[config.mk]
export PLATFORM = sky130hd
export DESIGN_NAME = mem_port_arbiter
export DESIGN_NICKNAME = d
export VERILOG_FILES = /design/src/rtl/mem_port_arbiter_pkg.sv /design/src/rtl/mem_wbuf_fifo.sv /design/src/rtl/mem_port_arbiter.sv
export SDC_FILE = /design/constraint.sdc
export NUM_CORES = 1
export LEC_CHECK = 0
export ABC_AREA = 1
export BUFFER_PORTS_ARGS = -buffer_cell sky130_fd_sc_hd__buf_2
export CORE_MARGIN = 2
export CORE_UTILIZATION = 30
export CTS_BUF_LIST = sky130_fd_sc_hd__clkbuf_2 sky130_fd_sc_hd__clkbuf_4 sky130_fd_sc_hd__clkbuf_8
export DETAILED_ROUTE_END_ITERATION = 8
export PLACE_DENSITY = 0.59
export SLEW_MARGIN = 40
export SYNTH_ARGS = -nofsm -noshare
export SYNTH_HDL_FRONTEND = slang
export SYNTH_SLANG_ARGS = --single-unit
[constraint.sdc]
create_clock -name clk -period 13 [get_ports clk]
set_input_delay 1.3 -clock clk [delete_from_list [all_inputs] [get_ports clk]]
set_output_delay 1.3 -clock clk [all_outputs]
set_load 0.01 [all_outputs]
[src/rtl/mem_port_arbiter_pkg.sv]
// Shared encodings for the SRAM port arbiter: FSM states, access kinds and
// the width of the wait-state counter.
package mem_port_arbiter_pkg;

    localparam int WAIT_W = 3;

    typedef enum logic [1:0] {
        ST_IDLE = 2'd0,
        ST_ACC  = 2'd1,
        ST_DONE = 2'd2
    } state_e;

    typedef enum logic [1:0] {
        AK_FETCH = 2'd0,
        AK_LOAD  = 2'd1,
        AK_DRAIN = 2'd2,
        AK_STORE = 2'd3
    } kind_e;

    function automatic logic kind_is_read(input kind_e k);
        return (k == AK_FETCH) || (k == AK_LOAD);
    endfunction

endpackage

[src/rtl/mem_wbuf_fifo.sv]
// Circular store buffer: head fields for draining plus a combinational
// "any valid entry holds this word address" match for load hazards.
module mem_wbuf_fifo #(
    parameter int AW    = 30,
    parameter int DEPTH = 4
) (
    input  logic          clk,
    input  logic          rst,
    input  logic          i_push,
    input  logic [AW-1:0] i_push_addr,
    input  logic [31:0]   i_push_wdata,
    input  logic [3:0]    i_push_bwe,
    input  logic          i_pop,
    input  logic [AW-1:0] i_match_addr,
    output logic [AW-1:0] o_head_addr,
    output logic [31:0]   o_head_wdata,
    output logic [3:0]    o_head_bwe,
    output logic          o_full,
    output logic          o_empty,
    output logic          o_match
);
    localparam int PW = $clog2(DEPTH);

    logic [PW-1:0]             r_wr_ptr, r_rd_ptr;
    logic [PW:0]               r_count;
    logic [DEPTH-1:0][AW-1:0]  r_addr;
    logic [DEPTH-1:0][31:0]    r_wdata;
    logic [DEPTH-1:0][3:0]     r_bwe;
    logic [DEPTH-1:0]          w_hit;

    always_ff @(posedge clk or posedge rst) begin
        if (rst) begin
            r_wr_ptr <= '0;
            r_rd_ptr <= '0;
            r_count  <= '0;
            r_addr   <= '0;
            r_wdata  <= '0;
            r_bwe    <= '0;
        end else begin
            if (i_push) begin
                r_addr[r_wr_ptr]  <= i_push_addr;
                r_wdata[r_wr_ptr] <= i_push_wdata;
                r_bwe[r_wr_ptr]   <= i_push_bwe;
                r_wr_ptr          <= r_wr_ptr + 1'b1;
            end
            if (i_pop)
                r_rd_ptr <= r_rd_ptr + 1'b1;
            case ({i_push, i_pop})
                2'b10:   r_count <= r_count + 1'b1;
                2'b01:   r_count <= r_count - 1'b1;
                default: ;
            endcase
        end
    end

    // An entry is live when its distance from the read pointer is below the count.
    for (genvar g = 0; g < DEPTH; g++) begin : g_ent
        logic [PW-1:0] w_off;
        assign w_off    = PW'(g) - r_rd_ptr;
        assign w_hit[g] = ({1'b0, w_off} < r_count) && (r_addr[g] == i_match_addr);
    end

    assign o_match      = |w_hit;
    assign o_head_addr  = r_addr[r_rd_ptr];
    assign o_head_wdata = r_wdata[r_rd_ptr];
    assign o_head_bwe   = r_bwe[r_rd_ptr];
    assign o_full       = (r_count == (PW+1)'(DEPTH));
    assign o_empty      = (r_count == '0);

endmodule

[src/rtl/mem_port_arbiter.sv]
// Single-port SRAM arbiter between fetch and load/store. Define MEM_ARB_WBUF_EN
// to post stores into a write buffer drained when the port is otherwise idle.
module mem_port_arbiter
    import mem_port_arbiter_pkg::*;
#(
    parameter int ADDR_W     = 32,
    parameter int WBUF_DEPTH = 4,
    parameter int SRAM_WAIT  = 1
) (
    input  logic              clk,
    input  logic              rst,
    input  logic              inst_req,
    input  logic [ADDR_W-1:0] inst_addr,
    output logic [31:0]       inst_rdata,
    output logic              inst_ready,
    input  logic              data_read,
    input  logic              data_write,
    input  logic [ADDR_W-1:0] data_addr,
    input  logic [31:0]       data_wdata,
    input  logic [3:0]        data_bwe,
    output logic [31:0]       data_rdata,
    output logic              data_ready,
    output logic [ADDR_W-3:0] sram_addr,
    output logic [31:0]       sram_wdata,
    output logic [3:0]        sram_bwe,
    output logic              sram_ce,
    output logic              sram_oe,
    output logic              sram_we,
    input  logic [31:0]       sram_rdata,
    output logic              wbuf_empty
);
    localparam int                AW       = ADDR_W - 2;
    localparam logic [WAIT_W-1:0] LAST_CNT = WAIT_W'(SRAM_WAIT);

    state_e            r_state, w_state_nxt;
    kind_e             r_kind, w_kind_nxt;
    logic [WAIT_W-1:0] r_cnt;
    logic [AW-1:0]     r_addr, w_st_addr;
    logic [31:0]       r_wdata, w_st_wdata;
    logic [3:0]        r_bwe, w_st_bwe;
    logic [31:0]       r_inst_rdata, r_data_rdata;
    logic              w_start, w_push, w_pop, w_last;
    logic [AW-1:0]     w_head_addr;
    logic [31:0]       w_head_wdata;
    logic [3:0]        w_head_bwe;
    logic              w_unused;

    assign w_last = (r_cnt == LAST_CNT);

`ifdef MEM_ARB_WBUF_EN
    logic w_full, w_empty, w_match;

    mem_wbuf_fifo #(.AW(AW), .DEPTH(WBUF_DEPTH)) u_wbuf (
        .clk         (clk),
        .rst         (rst),
        .i_push      (w_push),
        .i_push_addr (data_addr[ADDR_W-1:2]),
        .i_push_wdata(data_wdata),
        .i_push_bwe  (data_bwe),
        .i_pop       (w_pop),
        .i_match_addr(data_addr[ADDR_W-1:2]),
        .o_head_addr (w_head_addr),
        .o_head_wdata(w_head_wdata),
        .o_head_bwe  (w_head_bwe),
        .o_full      (w_full),
        .o_empty     (w_empty),
        .o_match     (w_match)
    );
    assign wbuf_empty = w_empty;
    assign w_unused   = ^{inst_addr[1:0], data_addr[1:0]};
`else
    assign w_head_addr  = '0;
    assign w_head_wdata = '0;
    assign w_head_bwe   = '0;
    assign wbuf_empty   = 1'b1;
    assign w_unused     = ^{inst_addr[1:0], data_addr[1:0], w_push, w_pop};
`endif

    always_comb begin
        w_state_nxt = r_state;
        w_kind_nxt  = r_kind;
        w_start     = 1'b0;
        w_push      = 1'b0;
        w_pop       = 1'b0;
        case (r_state)
            ST_IDLE: begin
`ifdef MEM_ARB_WBUF_EN
                // A load that hits a buffered word drains one entry per pass until clear.
                if (data_read) begin
                    w_start    = 1'b1;
                    w_kind_nxt = w_match ? AK_DRAIN : AK_LOAD;
                end else if (data_write) begin
                    if (!w_full) begin
                        w_push      = 1'b1;
                        w_kind_nxt  = AK_STORE;
                        w_state_nxt = ST_DONE;
                    end else begin
                        w_start    = 1'b1;
                        w_kind_nxt = AK_DRAIN;
                    end
                end else if (w_full) begin
                    w_start    = 1'b1;
                    w_kind_nxt = AK_DRAIN;
                end else if (inst_req) begin
                    w_start    = 1'b1;
                    w_kind_nxt = AK_FETCH;
                end else if (!w_empty) begin
                    w_start    = 1'b1;
                    w_kind_nxt = AK_DRAIN;
                end
`else
                if (data_read) begin
                    w_start    = 1'b1;
                    w_kind_nxt = AK_LOAD;
                end else if (data_write) begin
                    w_start    = 1'b1;
                    w_kind_nxt = AK_STORE;
                end else if (inst_req) begin
                    w_start    = 1'b1;
                    w_kind_nxt = AK_FETCH;
                end
`endif
                if (w_start)
                    w_state_nxt = ST_ACC;
            end
            ST_ACC: begin
                if (w_last) begin
                    w_pop       = (r_kind == AK_DRAIN);
                    w_state_nxt = (r_kind == AK_DRAIN) ? ST_IDLE : ST_DONE;
                end
            end
            ST_DONE: w_state_nxt = ST_IDLE;
            default: w_state_nxt = ST_IDLE;
        endcase
    end

    always_comb begin
        w_st_addr  = data_addr[ADDR_W-1:2];
        w_st_wdata = data_wdata;
        w_st_bwe   = data_bwe;
        case (w_kind_nxt)
            AK_FETCH: begin
                w_st_addr  = inst_addr[ADDR_W-1:2];
                w_st_wdata = '0;
                w_st_bwe   = '0;
            end
            AK_DRAIN: begin
                w_st_addr  = w_head_addr;
                w_st_wdata = w_head_wdata;
                w_st_bwe   = w_head_bwe;
            end
            default: ;
        endcase
    end

    always_ff @(posedge clk or posedge rst) begin
        if (rst) begin
            r_state <= ST_IDLE;
            r_kind  <= AK_FETCH;
        end else begin
            r_state <= w_state_nxt;
            r_kind  <= w_kind_nxt;
        end
    end

    // Address/data latch once on entry to ACC so they stay stable for the whole access.
    always_ff @(posedge clk or posedge rst) begin
        if (rst) begin
            r_cnt        <= '0;
            r_addr       <= '0;
            r_wdata      <= '0;
            r_bwe        <= '0;
            r_inst_rdata <= '0;
            r_data_rdata <= '0;
        end else begin
            if (w_start) begin
                r_cnt   <= '0;
                r_addr  <= w_st_addr;
                r_wdata <= w_st_wdata;
                r_bwe   <= w_st_bwe;
            end else if (r_state == ST_ACC) begin
                r_cnt <= r_cnt + 1'b1;
            end
            if (r_state == ST_ACC && w_last && r_kind == AK_FETCH)
                r_inst_rdata <= sram_rdata;
            if (r_state == ST_ACC && w_last && r_kind == AK_LOAD)
                r_data_rdata <= sram_rdata;
        end
    end

    assign sram_ce    = (r_state == ST_ACC);
    assign sram_oe    = sram_ce && kind_is_read(r_kind);
    assign sram_we    = sram_ce && !kind_is_read(r_kind);
    assign sram_addr  = r_addr;
    assign sram_wdata = r_wdata;
    assign sram_bwe   = r_bwe;
    assign inst_rdata = r_inst_rdata;
    assign data_rdata = r_data_rdata;
    assign inst_ready = (r_state == ST_DONE) && (r_kind == AK_FETCH);
    assign data_ready = (r_state == ST_DONE) && (r_kind != AK_FETCH);

endmodule

==> impl.org, run 1 <==
** Outcome
- The flow ran to the end, and the final reports show no timing, DRC or antenna violations.

** Floorplan
- Once the floorplan was initialized, standard cells occupied 30.8% of the core.
- The floorplan step set the die height to 140 um.
- Area of the core region :: 0.0180 mm2
- IO Pins :: 273
- The initialized floorplan defines 49 standard-cell rows.
- Die ar. :: 0.0196 mm2
- The die is 140 um wide.

** Detailed routing
- Routed len/inst :: 14.1 um
- In the routed design, unresolved DRC markers number 0.
- Drt pass-1 iters :: 4
- Via density per instance :: 4.50
- Starting DRC count in detailed routing :: 320
- Summing over every cut layer, the via total after detailed routing is 4970.
- The final layout contains routed wiring with a total length of 15600 um.
- In this run the remaining antenna-violating nets after routing total 0.

** Critical path
- Element type at the critical path start :: flip-flop
- Among all stages on the critical path, the largest delay is contributed by dfrtp_1.
- CP Class :: reg -> out
- Largest stage delay on the critical path :: 0.39 ns
- On the critical path the largest part of the delay comes from buffers and inverters.
- STA puts the critical path data arrival time at 1.38 ns.
- Data required time of the critical path :: 11.70 ns
- Buf/Inv on CP :: 3
- Max FO, Critical Path :: 6
- Walking the worst path, the cells encountered are inv_1 -> nand2_2 -> inv_1 -> buf_2.
- The worst setup path is captured at a primary output.
- Most frequent cell on the critical path :: inv_1

** CTS
- In this run the number of H-tree levels came out at 4.
- The tree is rooted in a clkbuf_8.
- Number of buffers added to fix hold violations after cts :: 0
- Gates resized during post-CTS repair numbered 0.
- Buffers added to address setup during post-CTS repair amount to 0.
- Skew-Pair Late Insertion Delay :: 0.43 ns
- Worst-case clock buffer depth :: 2
- TritonCTS Sinks :: 137
- CTS clk-pin slew, worst paths :: 0.08 ns
- TritonCTS built the clock tree.
- Counting the buffers created by CTS gives 17.

** Yosys
- The synthesized design contains 137 register bits.
- Total standard cell area after synthesis :: 0.00554 mm2
- Sequential-to-total area share from yosys stat :: 61.9%
- Synth Warn # :: 0
- Mean cell area of the mapped netlist :: 9.10 um2
- The number of nets handed over by synthesis was 748.
- In the synthesized netlist, the number of instances is 609.
- Yosys cell types :: 25

** Global routing
- Via count of the first global-routing pass :: 4823
- Entering global routing, the biggest net connects 78 pins.
- For this run, the total global-route usage over all layers was measured as 16.4%.
- The total overflow left after global routing is 0.
- Initial antenna violation count :: 1
- The first global-routing pass estimated 25500 um of wire.

** Placed design
- Routability-driven placement finished with a final weighted congestion of 0.781.
- Buffers placed on the I/O ports in this run total 267.
- Placed cell area :: 0.00700 mm2
- Once detailed placement completed, the half-perimeter wirelength came to 10500 um.

** Timing
- Final worst-path cycle share :: 20.6%
- For the pin with the worst max-slew slack, the measured transition is 0.775 ns.
- Max frequency :: 373 MHz
- The routed design could run at a clock period as short as 2.68 ns.
- The hold violation total from the final report was 0.
- Total negative slack for setup checks :: 0 ns
- Setup violations remaining at the end of the flow were counted as 0.
- Setup repair after global routing left no endpoint under its margin.
- The clock arrives with 0.00758 ns of skew.
- Final Max Tran Viols :: 0
- The worst pin sits at a relative slew slack of 48.3%.
- Final-layout worst hold slack :: 0.478 ns

** Min path
- Class of the tightest hold or removal check :: reg -> reg

** Pwr
- Leakage Power :: 4.06 nW
- VDD sags by at most 0.0899 mV.
- Overall power consumption after layout is estimated at 0.00191 W.
- Pwr per Cell Area :: 258 mW/mm2

** Layout
- Layout cells sized above 1 :: 35.8%
- Commonest cells after routing, fill and taps aside :: 267 x buf_2, 179 x nand2_1, 137 x dfrtp_1, 62 x a21oi_1, 52 x o21ai_0
- Cell area after layout :: 0.00741 mm2
- Most frequent standard cell in the layout excluding fill and tap cells :: buf_2
- Post-route core utilization :: 41.1%
- Area grow syn2layout :: 33.6%
- At the end of the flow, the number of nets in the layout was 1001.

** Run
- Across the run, the number of max-cap violations was 0.
-- cell type report --
type | count | area, um2
sequential | 137 | 3430
multi-input combinational | 394 | 1760
clock inverter | 11 | 119
antenna | 1 | 2.50
inverter | 41 | 159
fill | 1874 | 10600
tap | 229 | 287
clock buffer | 21 | 283
timing repair buffer | 271 | 1370
-- flip-flops by register name (all words and copies together) (netlist names) --
signal and flops:
data_rdata 32, inst_rdata 32, sram_wdata 32, sram_addr 30, sram_bwe 4, r_cnt 3, r_kind 2, r_state 2
-- cell families after synthesis --
| kind of cell | Yosys count | share of synthesized area (%) |
|---|---|---|
| adders and majority gates | 2 | 0.451 |
| and+or+nand+nor | 262 | 19.4 |
| AOI/OAI and AO/OA | 129 | 11.7 |
| buffers and inverters | 78 | 6.50 |
| other | 1 | 0.0677 |
| DFF | 137 | 61.9 |
-- synthesized netlist by cell type, drive strengths merged --
library cell / instances / area [um2]
ha: 2 / 25.0
o22ai: 1 / 6.26
nand2: 183 / 697
dfrtp: 137 / 3430
conb: 1 / 3.75
o21ai: 65 / 325
clkbuf: 9 / 35.0
o21a: 1 / 7.51
nor4: 1 / 6.26
a21oi: 62 / 310
nor2: 38 / 160
inv: 41 / 154
nand3: 39 / 208
nor3: 1 / 5.00
buf: 28 / 171
-- power breakdown --
part	total, W	leakage, nW	switching, W	internal [W]
Clock	0.000356	0.197	0.000169	0.000187
Sequential	0.000741	1.66	0.000108	0.000633
Combinational	0.000810	2.20	0.000512	0.000299
Total	0.00191	4.06	0.000788	0.00112
-- per-stage QoR --
step	setup slack, ns	cells
after floorplan	8.03	609
after global placement	10.14	1072
after detailed placement	10.15	1072
after CTS	10.28	1104
after global routing	10.20	1104
final	10.32	1105
-- worst register-to-register path, delay by kind of cell, from the launching register on --
family          cells  cell delay (ns)
simple gates        3             0.77
fa+ha+maj           1             0.14
compound gates      1             0.47
flops               1             0.39
buf+inv             1             0.08
-- layer usage --
metal	wire length, um	track usage [%]	vias to the layer above
li1	-	-	2447
met1	6840	22.0	2348
met5	0	0	-
met3	889	4.89	22
met4	342	6.32	0
met2	7540	25.0	153
-- worst paths after layout --
path | start | to | slack (ns) | cells after the start
worst min-delay path | sram_wdata[23]$_DFFE_PP0P_ | sram_wdata[23]$_DFFE_PP0P_ | 0.48 | 2
max in group asynchronous | rst | inst_rdata[28]$_DFFE_PP0P_ | 10.97 | 3
worst max register to register | r_cnt[1]$_DFFE_PP0P_ | data_rdata[19]$_DFFE_PP0P_ | 11.06 | 6
worst max-delay path | r_state[1]$_DFFE_PP0P_ | sram_ce | 10.32 | 4
min in group asynchronous | rst | data_rdata[20]$_DFFE_PP0P_ | 0.97 | 2
worst min register to register | sram_wdata[23]$_DFFE_PP0P_ | sram_wdata[23]$_DFFE_PP0P_ | 0.48 | 2
(Power assumes the default switching activity.)
==> run 2, diff against run 1 <==
PLACE_DENSITY = 0.61   (was 0.59)
clock period = 2.2 ns   (was 13 ns; I/O delays follow)
==> run 2 against run 1 <==
Against the previous run: wire length up 4.4%; global-route usage up 0.57 points; first-iteration DRC count down 18%; combinational power rose to 6.2 times the previous value; cell count up 6.6%; total power rose to 6.0 times the previous value; clock skew up 0.0042 ns; final area up 10%; flip-flop and latch count unchanged; critical path type is now reg -> reg; critical endpoint is now data_rdata[24]$_DFFE_PP0P_.
==> impl.org, run 2 (synthesis results as in run 1) <==
** Outcome
- The run finished with clean final reports.

** Pwr
- Power spread over the standard cell area amounts to 1390 mW/mm2.
- Highest ir drop seen on vdd :: 0.790 mV
- Leakage Power :: 4.38 nW

** Detailed routing
- Using the TritonRoute via totals, the vias-per-cell ratio works out to 4.42.
- Met2 wire len :: 7760 um
- In the final routing, the length of wire on met1 measures 6920 um.
- Number of remaining DRC errors :: 0
- Total wirelength of the detailed-routed design :: 16300 um
- In the final routed layout, each cell accounts on average for 13.8 um.
- Highest metal layer with signal wires :: met4
- Drt pass-1 iters :: 4
- The routed layout has 5212 vias.
- Routed met3 length :: 849 um
- Count of nets left with antenna violations after detail routing :: 0
- After the first detailed-routing iteration, the DRC count stood at 264.

** Timing
- Final Max Tran Viols :: 0
- The smallest clock period supported by the final layout is computed as 1.84 ns.
- Setup violations remaining at the end of the flow were counted as 0.
- Worst slew margin :: 57.1%
- After layout, the worst path uses 83.5% of the clock period.
- On the final layout, the worst hold slack is 0.0489 ns.
- Final Hold Fails :: 0
- After layout, the worst setup slack is 0.364 ns.
- The clock arrives with 0.0118 ns of skew.
- Max frequency :: 545 MHz
- Setup repair after global routing left no endpoint under its margin.
- At the pin with the least slew margin, the transition time is 0.643 ns.
- Total negative slack for setup checks :: 0 ns

** Min path
- Class of the tightest hold or removal check :: in -> reg
- Startpoint of the lowest-slack hold path :: sram_rdata[28]

** Critical path
- STA classifies the critical path endpoint as a flip-flop.
- Origin of the worst setup path :: r_cnt[1]$_DFFE_PP0P_
- CP Class :: reg -> reg
- Max FO, Critical Path :: 64
- For the worst setup path, the data arrival time is 2.12 ns.
- Among all stages on the critical path, the largest delay is contributed by nand3_4.
- Grouping stages by cell kind, the critical path spends the most delay in simple AND/OR/NAND/NOR gates.
- Data required time of the critical path :: 2.48 ns
- In this run the critical register-to-register path is launched from r_cnt[1]$_DFFE_PP0P_.
- STA classifies the critical path startpoint as a flip-flop.
- Counting stages on the worst path, the most repeated cell is nand2_1.
- The largest single stage delay on the critical path is 0.49 ns.
- Cells along the critical path :: inv_1 -> ha_1 -> nand2_1 -> nor2_4 -> nand3_4 -> nand2_1 -> o21ai_0
- Buf/Inv on CP :: 1

** Floorplan
- Once the floorplan was initialized, standard cells occupied 30.8% of the core.
- X dimension of the die :: 140 um
- Area of the core region :: 0.0180 mm2
- Die ar. :: 0.0196 mm2
- Site Rows :: 49
- In this run the vertical extent of the chip is 140 um.
- For this design the top-level I/O count stands at 273.

** Run
- MaxCap Viol Count :: 0

** Placed design
- The HPWL after detailed placement is 10400 um.
- Counting tap cells, the placed design contains a total of 1076 instances.
- Worst slack at placement :: 0.317 ns
- # port buffers :: 267
- At the end of routability-driven placement, the weighted congestion stood at 0.779.

** CTS
- TritonCTS clock tree :: built
- For the worst-skew pair, the clock arrives at the later sink with an insertion delay of 0.43 ns.
- Clock root buffer :: clkbuf_8
- Counting every sink on the clock net gives 137.
- Post-CTS repair changed the size of 0 cells.
- TritonCTS buffer count :: 17
- CTS clk-pin slew, worst paths :: 0.08 ns
- The clock passes through at most 2 buffers.
- CTS built an H-tree with a depth of 4.

** Layout
- The repair_antennas step left the layout with diodes totalling 0.
- The library cell used most frequently in the layout, excluding fill and tap cells, is buf_2.
- Cells fill 45.4% of the core in the end.
- Area grow syn2layout :: 47.6%
- Layout cells sized above 1 :: 33.4%
- The library cells used most frequently in the layout, excluding fill and tap cells, are 267 x buf_2, 179 x nand2_1, 137 x dfrtp_1, 70 x dlygate4sd3_1, 62 x a21oi_1.
- Once layout is complete, the cells apart from fillers number 1178.
- The net count of the finished layout is 1075.

** Global routing
- Initial antenna violation count :: 0
- The number of global-route vias before repair came to 5281.
- Global-route wire length before repair :: 26700 um
- Entering global routing, the biggest net connects 74 pins.
- Total global routing track utilization :: 16.9%
- For this run the aggregate overflow at the end of global routing stands at 0.
-- run 2: through the flow --
step                      total power (W)  cell area [um2]
after CTS                          0.0116             8180
after global placement            0.00927             7090
after floorplan                   0.00738             5550
after detailed placement          0.00936             7090
final                              0.0114             8180
after global routing               0.0124             8180
-- run 2: worst paths after layout --
check	end	slack, ns	depth (start not counted)
max	data_rdata[24]$_DFFE_PP0P_	0.36	7
min	data_rdata[28]$_DFFE_PP0P_	0.05	3
max reg2reg	data_rdata[24]$_DFFE_PP0P_	0.36	7
min reg2reg	data_rdata[25]$_DFFE_PP0P_	0.48	2
max in group asynchronous	r_cnt[1]$_DFFE_PP0P_	1.36	4
min in group asynchronous	data_rdata[20]$_DFFE_PP0P_	0.45	4
-- run 2: report_power, final --
part | internal [W] | leakage (nW) | switching, W
clock | 0.00105 | 0.199 | 0.000983
sequential | 0.00374 | 1.66 | 0.000629
combinational | 0.00193 | 2.52 | 0.00306
-- run 2: timing repair --
action | in CTS | in global routing
hold endpoints to repair | 207 | 0
buffers inserted | 0 | 0
hold buffers | 70 | 0
-- run 2: layer usage --
metal  vias to the layer above  track usage [%]
li1                       2608                -
met1                      2379             20.9
met2                       176             26.7
met3                        49             4.62
met4                         0             10.1
met5                         -                0
-- run 2: area by class of cell --
type                       count  area, um2
clock inverter                 9       90.1
fill                        1778       9840
tap                          229        287
sequential                   137       3430
multi-input combinational    394       1750
inverter                      41        158
timing repair buffer         345       2160
clock buffer                  23        304
-- run 2: worst reg2reg max path: stages (launching register included) --
cell and delay (ns):
dfrtp_1 0.38, inv_1 0.08, ha_1 0.13, nand2_1 0.09, nor2_4 0.15, nand3_4 0.49, nand2_1 0.26, o21ai_0 0.12
==> run 3, diff against run 2 <==
ABC_AREA = 0   (was 1)
PLACE_DENSITY = 0.59   (was 0.61)
clock period = 1.8 ns   (was 2.2 ns; I/O delays follow)
==> run 3 against run 2 <==
Against the previous run: register-to-register slack worse by 0.28 ns; sequential power is 25% higher; hold slack worse by 0.0064 ns; largest cell class unchanged; largest power group unchanged.
==> impl.org, run 3 <==
** Timing
- The worst path uses 95.2% of the clock period.
- Setup violations remaining at the end of the flow were counted as 0.
- In the post-route analysis, the smallest setup slack over all paths is 0.0872 ns.
- Max frequency :: 584 MHz
- Transition time at the pin with the least slew margin :: 0.691 ns
- Time the final worst path needs with I/O delays and setup :: 1.71 ns
- Clock skew on the completed layout was measured at 0.00822 ns.
- Final-layout worst hold slack :: 0.0425 ns
- Total negative slack for setup checks :: 0 ns
- Setup repair after global routing could not meet its margin everywhere.
- Measured against its own limit, the worst slew margin works out to 53.9%.
- The hold violation total from the final report was 0.
- The max-slew violation total from the final report is 0.

** Floorplan
- In this run the count of I/O pins placed on the die edge is 273.
- Die ar. :: 0.0199 mm2
- X dimension of the die :: 141 um
- Die outline height :: 141 um
- Once the floorplan was initialized, standard cells occupied 30.3% of the core.
- The initialized floorplan defines 50 standard-cell rows.
- After floorplanning, the core was sized to cover 0.0186 mm2.

** CTS
- TritonCTS built the clock tree.
- TritonCTS buffer count :: 17
- Number of H-tree levels :: 4
- After clock tree synthesis, the clock-pin slew on the worst setup and hold paths is 0.08 ns.
- The clock passes through at most 2 buffers.
- TritonCTS Sinks :: 137
- Skew-Pair Late Insertion Delay :: 0.43 ns
- The root buffer cell chosen for the clock tree is clkbuf_8.

** Layout
- 0 antenna diodes ended up in the layout.
- The net count of the finished layout is 954.
- The area growth from synthesis to layout is 59.2%.
- Final std cells w/o fill :: 1062
- The library cell used most frequently in the layout, excluding fill and tap cells, is buf_2.
- Layout cells sized above 1 :: 48.2%
- In the layout the commonest cells are 267 x buf_2, 136 x dfrtp_1, 107 x dlygate4sd3_1, 59 x a21oi_1.

** Yosys
- Fraction of synthesis flops using an asynchronous set or reset pin :: 100%
- Most frequent cell after synthesis :: dfrtp_1
- Counting flops with a built-in enable in the synthesized netlist gives 0.
- Of the post-synthesis cell area, the dominant cell type holds 61.0%.
- Net count of the mapped netlist :: 568
- Cell types with the largest area share after synthesis :: dfrtp_1 61%, mux2_4 8.0%, mux2_2 6.4%
- After synthesis the netlist holds a flip-flop and latch count of 137.
- Total standard cell area after synthesis :: 0.00562 mm2
- Most instantiated flip-flop cell in the synthesis netlist :: dfrtp_1
- Yosys cell types :: 36
- By count the netlist is led by 137 x dfrtp_1, 60 x a21oi_1, 37 x nor2_1.
- Leading area contributor after synthesis :: dfrtp_1
- The Yosys step of the flow raised 0 warnings.
- Synthesis produced 429 cells.
- Sequential-to-total area share from yosys stat :: 61.0%
- Dividing the synthesized area by the synthesized cell count gives 13.1 um2.

** Detailed routing
- Count of nets left with antenna violations after detail routing :: 0
- The pre-antenna-repair detailed-routing pass consisted of 5 iterations.
- After detailed routing, the average wire length per cell comes to 15.7 um.
- After detailed routing, the number of vias per cell comes to 4.68.
- Via count :: 4965
- After the first detailed-routing iteration, the DRC count stood at 197.
- Total wirelength of the detailed-routed design :: 16700 um
- For this run, design rule violations remaining after detail routing come to 0.

** Min path
- Counting instances, the worst hold path has a depth of 3.
- The min-delay analysis places its worst path in the category in -> reg.
- In this run the most critical hold path is launched from data_addr[27].

** Critical path
- Along the worst path, the maximum fanout reaches 32.
- Number of cell instances on the worst register-to-register path :: 6
- Minimum setup slack among reg-to-reg paths :: 0.09 ns
- Data on the critical path is required at its endpoint by 2.12 ns.
- The worst setup path is captured at a flip-flop.
- The setup path with the least slack is of type reg -> reg.
- For the worst setup path, the data arrival time is 2.04 ns.
- Element type at the critical path start :: flip-flop
- Origin of the worst setup path :: r_cnt[0]$_DFFE_PP0P_
- Startpoint of the lowest-slack register-to-register path :: r_cnt[0]$_DFFE_PP0P_

** Placed design
- # port buffers :: 267
- The wire-length estimate of the detail-placed layout is 10800 um.
- Worst slack at placement :: 0.0273 ns
- Once placement completed, the tool counted placed cells totaling 920.
- Final Wtd Congestion :: 0.752

** Global routing
- Global-route wire length before repair :: 26400 um
- Entering global routing, the biggest net connects 59 pins.
- The number of global-route vias before repair came to 5101.
- Total global routing track utilization :: 16.8%
- The number of antenna violations at the first check in global routing came to 0.
- Total gr overflow :: 0

** Outcome
- Run status :: complete, no violations

** Pwr
- Summed over all cells, the static leakage comes to 4.39 nW.
- Pwr per Cell Area :: 1750 mW/mm2
- The design draws 0.0157 W.
- VDD sags by at most 0.721 mV.

** Run
- The tool flagged a number of max-cap violations equal to 0.
-- run 3: logic make-up (layout without fill, tap and decap cells) --
group	Yosys count	in the layout	synth area share, %
and+or+nand+nor	82	82	7.85
DFF	137	137	61.0
buffers and inverters	38	437	3.58
AOI/OAI and AO/OA	104	104	12.1
xor gates and xnor gates	1	1	0.156
adders and majority gates	2	2	0.445
muxes	64	64	14.8
other	1	1	0.0667
-- run 3: timing repair --
item | in CTS | in global routing
setup endpoints to repair | 0 | 60
setup buffers | 0 | 3
resized for setup | 0 | 4
hold buffers | 106 | 1
endpoints found under the hold margin | 144 | 1
-- run 3: worst paths after layout --
| path | endpoint |
|---|---|
| hold / removal | sram_addr[25]$_DFFE_PP0P_ |
| hold reg to reg | inst_rdata[16]$_DFFE_PP0P_ |
| min in group asynchronous | sram_wdata[22]$_DFFE_PP0P_ |
| max in group asynchronous | data_rdata[8]$_DFFE_PP0P_ |
| setup / recovery | inst_rdata[26]$_DFFE_PP0P_ |
| setup reg to reg | inst_rdata[26]$_DFFE_PP0P_ |
-- run 3: per-layer routing --
layer	global-route usage, %	part of all wire (%)	up-vias
met5	0	0	-
met3	5.47	6.4	21
met2	27.6	48	234
li1	-	-	2332
met1	20.9	44	2378
met4	5.79	1.9	0
-- run 3: cell type report --
cell class	instances	area [um2]
clock inverters	14	208
fillers	1631	9620
well taps	234	293
multi-input cells	254	2020
clock buffers	18	248
inverters	5	22.5
repair buffers	400	2730
flip-flops and latches	137	3430
-- run 3: per-stage QoR --
| stage | utilization, % | instance area (um2) |
|---|---|---|
| 6_report | 48.2 | 8960 |
| 5_1_grt | 48.2 | 8960 |
| 4_1_cts | 48.0 | 8910 |
| 3_5_place_dp | 39.8 | 7400 |
| 3_3_place_gp | 39.8 | 7400 |
| 2_1_floorplan | - | 5630 |
-- run 3: report_power, final --
group | switching [W] | internal, W
Sequential | 0.000832 | 0.00464
Combinational | 0.00371 | 0.00362
Clock | 0.00130 | 0.00158
Total | 0.00584 | 0.00985
-- run 3: worst max-delay path, stage by stage, from the launching register on --
cell and delay (ns):
dfrtp_1 0.42, ha_1 0.20, nor2b_1 0.13, and2_4 0.17
nand2_2 0.07, buf_12 0.21, mux2_2 0.36
